==> src/rtl/qos_pkg.sv <==
// Shared constants for the QoS flow-control controller: default parameters and
// the 3-bit state encodings (kept as plain constants for legacy tooling).
package qos_pkg;

  localparam int NUM_CH_DEF       = 4;
  localparam int FULL_LIMIT_DEF   = 4;
  localparam int IDLE_TIMEOUT_DEF = 8;

  localparam logic [2:0] ST_RESET  = 3'd0;
  localparam logic [2:0] ST_INIT   = 3'd1;
  localparam logic [2:0] ST_IDLE   = 3'd2;
  localparam logic [2:0] ST_ACTIVE = 3'd3;
  localparam logic [2:0] ST_ERROR  = 3'd7;

endpackage

==> src/rtl/qos_flow_ctrl_fsm_if.sv <==
// Bundle between the FIFO bank / scheduler (master) and the flow-control
// controller (slave).
interface qos_flow_ctrl_fsm_if
  import qos_pkg::*;
#(
  parameter int NUM_CH = NUM_CH_DEF
) ();

  logic              set_init;
  logic              err_clr;
  logic [NUM_CH-1:0] empty;
  logic [NUM_CH-1:0] full;
  logic [NUM_CH-1:0] pause_fifos;
  logic [NUM_CH-1:0] continue_fifos;
  logic              init;
  logic              idle;
  logic [NUM_CH-1:0] pause_stb;
  logic [NUM_CH-1:0] continue_stb;
  logic [NUM_CH-1:0] error_full;
  logic [2:0]        state_o;

  modport master (
    output set_init, err_clr, empty, full, pause_fifos, continue_fifos,
    input  init, idle, pause_stb, continue_stb, error_full, state_o
  );

  modport slave (
    input  set_init, err_clr, empty, full, pause_fifos, continue_fifos,
    output init, idle, pause_stb, continue_stb, error_full, state_o
  );

endinterface

==> src/rtl/qos_ch_edge.sv <==
// Per-channel request edge detection with deferred continue, plus the
// saturating consecutive-full counter that flags an overflow hit.
module qos_ch_edge
  import qos_pkg::*;
#(
  parameter int FULL_LIMIT = FULL_LIMIT_DEF
) (
  input  logic CLK,
  input  logic reset,
  input  logic count_en,
  input  logic strobe_en,
  input  logic pause_in,
  input  logic cont_in,
  input  logic full_in,
  output logic pause_stb_nxt,
  output logic cont_stb_nxt,
  output logic hit
);

  localparam int CW = $clog2(FULL_LIMIT + 1);
  localparam logic [CW-1:0] LIMIT = CW'(FULL_LIMIT);

  logic          pause_hist;
  logic          cont_hist;
  logic          defer;
  logic          defer_nxt;
  logic          p_rise;
  logic          c_rise;
  logic          c_fall;
  logic [CW-1:0] full_cnt;
  logic [CW-1:0] full_cnt_nxt;

  // Kept apart from the edge logic: hit feeds the state decision that in turn
  // gates the strobes, so it must not depend on strobe_en.
  always_comb begin
    full_cnt_nxt = '0;
    if (count_en && full_in)
      full_cnt_nxt = (full_cnt == LIMIT) ? LIMIT : full_cnt + CW'(1);
    hit = count_en && (full_cnt_nxt == LIMIT);
  end

  // Pause beats a simultaneous continue; the losing continue is parked in
  // defer and issued on the first cycle without a pause edge.
  always_comb begin
    p_rise        = pause_in & ~pause_hist;
    c_rise        = cont_in & ~cont_hist;
    c_fall        = ~cont_in & cont_hist;
    pause_stb_nxt = strobe_en & p_rise;
    cont_stb_nxt  = strobe_en & (c_rise | defer) & ~p_rise;
    defer_nxt     = defer;
    if (!strobe_en)
      defer_nxt = 1'b0;
    else if (p_rise && c_rise)
      defer_nxt = 1'b1;
    else if (cont_stb_nxt || c_fall)
      defer_nxt = 1'b0;
  end

  always_ff @(posedge CLK) begin
    if (reset) begin
      pause_hist <= 1'b0;
      cont_hist  <= 1'b0;
      defer      <= 1'b0;
      full_cnt   <= '0;
    end else begin
      pause_hist <= pause_in;
      cont_hist  <= cont_in;
      defer      <= defer_nxt;
      full_cnt   <= full_cnt_nxt;
    end
  end

endmodule

==> src/rtl/qos_flow_ctrl_fsm.sv <==
// Flow-control sequencer for the per-VC FIFO bank: state register, idle
// timeout counter and the registered strobe/status outputs.
module qos_flow_ctrl_fsm
  import qos_pkg::*;
#(
  parameter int NUM_CH       = NUM_CH_DEF,
  parameter int FULL_LIMIT   = FULL_LIMIT_DEF,
  parameter int IDLE_TIMEOUT = IDLE_TIMEOUT_DEF
) (
  input logic                CLK,
  input logic                reset,
  qos_flow_ctrl_fsm_if.slave bus
);

  localparam int IW = $clog2(IDLE_TIMEOUT + 1);
  localparam logic [IW-1:0] IDLE_LIM = IW'(IDLE_TIMEOUT);

  logic [2:0]        state;
  logic [2:0]        next_state;
  logic [IW-1:0]     idle_cnt;
  logic [IW-1:0]     idle_cnt_nxt;
  logic              all_empty;
  logic              count_en;
  logic              strobe_en;
  logic              timeout;
  logic              any_hit;
  logic [NUM_CH-1:0] hit_vec;
  logic [NUM_CH-1:0] pause_nxt;
  logic [NUM_CH-1:0] cont_nxt;
  logic              init_r;
  logic              idle_r;
  logic [NUM_CH-1:0] pause_stb_r;
  logic [NUM_CH-1:0] cont_stb_r;
  logic [NUM_CH-1:0] error_full_r;

  assign all_empty = &bus.empty;
  assign count_en  = (state == ST_ACTIVE);
  assign any_hit   = |hit_vec;
  assign strobe_en = count_en && (next_state != ST_ERROR);
  assign timeout   = count_en && (idle_cnt_nxt == IDLE_LIM);

  always_comb begin
    idle_cnt_nxt = '0;
    if (count_en && all_empty)
      idle_cnt_nxt = (idle_cnt == IDLE_LIM) ? IDLE_LIM : idle_cnt + IW'(1);
  end

  // A full overflow outranks the idle timeout when both land together.
  always_comb begin
    next_state = ST_RESET;
    case (state)
      ST_RESET:  next_state = ST_INIT;
      ST_INIT:   next_state = bus.set_init ? ST_INIT : ST_IDLE;
      ST_IDLE:   next_state = all_empty ? ST_IDLE : ST_ACTIVE;
      ST_ACTIVE: begin
        if (any_hit)
          next_state = ST_ERROR;
        else if (timeout)
          next_state = ST_IDLE;
        else
          next_state = ST_ACTIVE;
      end
      ST_ERROR:  next_state = bus.err_clr ? ST_INIT : ST_ERROR;
      default:   next_state = ST_RESET;
    endcase
  end

  for (genvar g = 0; g < NUM_CH; g++) begin : g_ch
    qos_ch_edge #(
      .FULL_LIMIT(FULL_LIMIT)
    ) u_ch (
      .CLK           (CLK),
      .reset         (reset),
      .count_en      (count_en),
      .strobe_en     (strobe_en),
      .pause_in      (bus.pause_fifos[g]),
      .cont_in       (bus.continue_fifos[g]),
      .full_in       (bus.full[g]),
      .pause_stb_nxt (pause_nxt[g]),
      .cont_stb_nxt  (cont_nxt[g]),
      .hit           (hit_vec[g])
    );
  end

  // Outputs are registered against next_state so status and state_o move on
  // the same edge; error_full captures the offending mask on ERROR entry.
  always_ff @(posedge CLK) begin
    if (reset) begin
      state        <= ST_RESET;
      idle_cnt     <= '0;
      init_r       <= 1'b0;
      idle_r       <= 1'b0;
      pause_stb_r  <= '0;
      cont_stb_r   <= '0;
      error_full_r <= '0;
    end else begin
      state       <= next_state;
      idle_cnt    <= idle_cnt_nxt;
      init_r      <= (next_state == ST_INIT) && bus.set_init;
      idle_r      <= (next_state == ST_IDLE) && all_empty;
      pause_stb_r <= pause_nxt;
      cont_stb_r  <= cont_nxt;
      if (next_state != ST_ERROR)
        error_full_r <= '0;
      else if (state == ST_ACTIVE)
        error_full_r <= hit_vec;
    end
  end

  assign bus.state_o      = state;
  assign bus.init         = init_r;
  assign bus.idle         = idle_r;
  assign bus.pause_stb    = pause_stb_r;
  assign bus.continue_stb = cont_stb_r;
  assign bus.error_full   = error_full_r;

endmodule

==> src/flat_wrapper.sv <==
// flat-port wrapper written by rule: the top's interface ports become plain ports
module qos_flow_ctrl_fsm_flat import qos_pkg::*;
#(
  parameter int NUM_CH       = NUM_CH_DEF,
  parameter int FULL_LIMIT   = FULL_LIMIT_DEF,
  parameter int IDLE_TIMEOUT = IDLE_TIMEOUT_DEF
)
  (CLK, reset, bus_set_init, bus_err_clr, bus_empty, bus_full, bus_pause_fifos, bus_continue_fifos, bus_init, bus_idle, bus_pause_stb, bus_continue_stb, bus_error_full, bus_state_o);
  qos_flow_ctrl_fsm_if #(.NUM_CH(NUM_CH)) bus_i ();
  input logic CLK;
  input logic reset;
  input wire logic [$bits(bus_i.set_init)-1:0] bus_set_init;
  input wire logic [$bits(bus_i.err_clr)-1:0] bus_err_clr;
  input wire logic [$bits(bus_i.empty)-1:0] bus_empty;
  input wire logic [$bits(bus_i.full)-1:0] bus_full;
  input wire logic [$bits(bus_i.pause_fifos)-1:0] bus_pause_fifos;
  input wire logic [$bits(bus_i.continue_fifos)-1:0] bus_continue_fifos;
  output wire logic [$bits(bus_i.init)-1:0] bus_init;
  output wire logic [$bits(bus_i.idle)-1:0] bus_idle;
  output wire logic [$bits(bus_i.pause_stb)-1:0] bus_pause_stb;
  output wire logic [$bits(bus_i.continue_stb)-1:0] bus_continue_stb;
  output wire logic [$bits(bus_i.error_full)-1:0] bus_error_full;
  output wire logic [$bits(bus_i.state_o)-1:0] bus_state_o;
  assign bus_i.set_init = bus_set_init;
  assign bus_i.err_clr = bus_err_clr;
  assign bus_i.empty = bus_empty;
  assign bus_i.full = bus_full;
  assign bus_i.pause_fifos = bus_pause_fifos;
  assign bus_i.continue_fifos = bus_continue_fifos;
  assign bus_init = bus_i.init;
  assign bus_idle = bus_i.idle;
  assign bus_pause_stb = bus_i.pause_stb;
  assign bus_continue_stb = bus_i.continue_stb;
  assign bus_error_full = bus_i.error_full;
  assign bus_state_o = bus_i.state_o;
  qos_flow_ctrl_fsm #(.NUM_CH(NUM_CH), .FULL_LIMIT(FULL_LIMIT), .IDLE_TIMEOUT(IDLE_TIMEOUT)) u_core (.CLK(CLK), .reset(reset), .bus(bus_i));
endmodule
==> config.mk <==
export PLATFORM = sky130hd
export DESIGN_NAME = qos_flow_ctrl_fsm_flat
export DESIGN_NICKNAME = d
export VERILOG_FILES = /design/src/rtl/qos_pkg.sv /design/src/rtl/qos_flow_ctrl_fsm_if.sv /design/src/rtl/qos_ch_edge.sv /design/src/rtl/qos_flow_ctrl_fsm.sv /design/src/flat_wrapper.sv
export SDC_FILE = /design/constraint.sdc
export NUM_CORES = 1
export LEC_CHECK = 0
export CORE_MARGIN = 5
export CORE_UTILIZATION = 30
export CTS_CLUSTER_DIAMETER = 200
export DETAILED_ROUTE_END_ITERATION = 16
export PLACE_DENSITY = 0.61
export SYNTH_ARGS = -nofsm -noshare
export SYNTH_HDL_FRONTEND = slang
export SYNTH_SLANG_ARGS = --single-unit
==> constraint.sdc <==
create_clock -name CLK -period 2.6 [get_ports CLK]
set_input_delay 0.78 -clock CLK [delete_from_list [all_inputs] [get_ports CLK]]
set_output_delay 0.78 -clock CLK [all_outputs]
set_load 0.01 [all_outputs]
==> results.yml <==
clocking:
  cts_setup_buffers: 0
  clk_pin_slew_ns: 0.09
  clock_latency_ns: 0.30
  cts.root.buffer_cell: "clkbuf_8"
  holdBufCountCts: 0
  cts.repair.resized: 0
  cts_tree: "built"
  htreeDepth: 2
  cts_max_path_buffers: 2
  clock_sinks: 45
  cts_buffers: 5
layout:
  nets: 283
  syn2layout_area_growth_pct: 29.28
  antenna_cells: 0
  final_util: 0.3939
  drive_gt1_frac: 0.06299
critical_path:
  crit_arrival_ns: 1.41
  critPathBufInv: 1
  cp_max_fo: 10
  critPathMaxStageDelay_ns: 0.60
  crit_family: "buffers and inverters"
  crit_path_cell_trace: "clkdlybuf4s50_1"
  crit_slowest_cell: "clkdlybuf4s50_1"
  worstSetupPathType: "reg2out"
  worstPathRequired_ns: 1.82
  endpoint_kind: "primary output"
  crit_path_start_kind: "register"
logic_synthesis:
  synth_top_cell_area_share: 0.4737
  synth_commonest_cells: "45 x dfxtp_1, 20 x nor2_1, 17 x inv_1, 15 x a21oi_1"
  ys.flop_type: "dfxtp_1"
  synth_seq_cells: 45
  synth_edf_count: 0
  avgSynthCellArea_um2: 8.971
  synth.distinct_cells: 35
  yosysMostFrequentCell: "dfxtp_1"
  syn_inst: 212
  synthTopCellsByArea: "dfxtp_1 47%, ha_1 6.6%, nand2b_1 4.3%"
  ys_async_sr_fraction: 0
  ys_warn_count: 0
  yosysSeqAreaShare: 0.4737
  syn_nets: 242
  yosys.area.top_type: "dfxtp_1"
  syn-cell-area_um2: 1902
power_and_ir_drop:
  ir_worst_vdd_uv: 278.6
  swShare: 0.2402
  p_sw_mw: 0.3010
  pwr_density_cell_nw_per_um2: 509.7
  p_seq_frac: 0.568
  leakagePower_nw: 0.8939
  power_frac_comb: 0.078
  internal_power_mw: 0.9522
  clkPwrFrac: 0.354
floorplanning:
  dieArea_um2: 8032
  fp.dieH_um: 89.62
  pin_count: 37
  coreArea_um2: 6241
  die_w_um: 89.62
  row_count: 29
  start_util: 0.3047
placement:
  io_buffers: 36
  dp_hpwl_um: 2815
  dp_slack_ns: 0.1137
  place_congestion: 0.7744
global_route:
  grt_pass1_vias: 1423
  grt_overflow: 0
  grt_max_degree: 17
  grt_usage: 0.09917
  antenna_found_initial: 0
  grt_pass1_wl_um: 6265
sta:
  layout_setup_ws_ns: 0.4110
  skew_ns: 0.01037
  post-route-min-period_ns: 2.189
  min_period_over_period: 0.8419
  final_max_slew_viol_count: 0
  final-setup-viol-count: 0
  fin_tns_setup_ns: 0
  fmax_ghz: 0.4568
  hold_viol: 0
  relSlewSlack: 0.7224
  rsz0062_at_grt: "no"
  worst_pin_slew_ns: 0.4136
route:
  wl_per_cell_um: 11.24
  via_per_inst: 4.613
  first_pass_iters: 4
  drt_iter0_drc: 45
  remaining_drc_errors: 0
  drt-total-wl_um: 3722
  ant_nets: 0
  via_count: 1527
worst_hold_path:
  min_path_type: "reg2reg"
run_status:
  status: "finished, final reports clean"
run:
  maxCapViolCount: 0
## kinds of logic after synthesis
logic type               after synthesis  share of synthesized area
AND/OR/NAND/NOR                       89                     0.2632
AO/OA/AOI/OAI                         42                     0.1303
XOR/XNOR                               4                    0.01842
flip-flops                            45                     0.4737
buffers and inverters                 22                    0.04868
adder cells (fa/ha/maj)               10                    0.06579
## final cells by class
type	instances	area, µm²
timing repair buffer	39	395.4
clock inverter	3	25.02
fill	653	3782
clock buffer	5	68.82
sequential	45	900.9
tap	77	96.34
multi-input combinational	145	908.4
inverter	17	63.81
## power groups by stage
stage               sequential, mW  clock, mW  combinational, mW
floorplan                    0.727          0             0.0459
global placement             0.728          0             0.0980
detailed placement           0.728          0             0.0988
CTS                          0.712      0.468             0.0995
global route                 0.714      0.502              0.109
finish                       0.712      0.443             0.0983
## worst paths after layout
path,startpoint,endpoint,slack [ns],cells after the start
setup / recovery,u_core.bus.state_o[1]$_SDFF_PP0_,bus_state_o[1],0.41,1
hold reg to reg,u_core.bus.error_full[1]$_SDFFE_PP0N_,u_core.bus.error_full[1]$_SDFFE_PP0N_,0.48,2
hold / removal,u_core.bus.error_full[1]$_SDFFE_PP0N_,u_core.bus.error_full[1]$_SDFFE_PP0N_,0.48,2
setup reg to reg,u_core.g_ch[1].u_ch.full_cnt[0]$_SDFF_PP0_,u_core.bus.idle$_SDFF_PP0_,0.60,7
## metal layers
layer | global-route usage | vias to the layer above | wire (µm)
li1 | - | 797 | -
met4 | 0.03654 | 0 | 38
met5 | 0 | - | 0
met1 | 0.1273 | 698 | 1786
met3 | 0.02828 | 5 | 221
met2 | 0.1582 | 27 | 1675
## layout by cell type, fill, tap and decap left out, types with 2 or more instances in the layout
master / instances
dfxtp_1: 45
clkdlybuf4s50_1: 36
nor2_1: 20
inv_1: 17
a21oi_1: 15
nand2b_1: 13
nand2_1: 13
nor2b_1: 12
o21ai_0: 12
ha_1: 10
nor3_1: 9
and3_1: 6
a211oi_1: 5
clkbuf_8: 5
xnor2_1: 3
nand3b_1: 3
nand4b_1: 3
nand2_2: 2
o21ai_1: 2
a2bb2oi_1: 2
nand3_1: 2
buf_4: 2
## stage by stage
step	total power, mW	cell area, µm²	cells	hold WS [ns]
after global placement	0.8256	2365	323	0.4693
after detailed placement	0.8269	2365	323	0.4748
after floorplan	0.7726	1902	212	0.4408
after global routing	1.325	2459	331	0.5124
final	1.253	2459	331	0.4809
after CTS	1.280	2459	331	0.4880
## flip-flops by register name (all words and copies together), names as in the netlist
register,flops
u_core.g_ch.u_ch.pause_hist,4
u_core.bus.pause_stb,4
u_core.idle_cnt,4
u_core.bus.error_full,4
u_core.bus.continue_stb,4
u_core.g_ch.u_ch.cont_hist,4
u_core.bus.init,1
u_core.bus.state_o,3
u_core.bus.idle,1
u_core.g_ch.u_ch.defer,4
u_core.g_ch.u_ch.full_cnt,12
No activity file was read; power rests on OpenSTA's default activity.
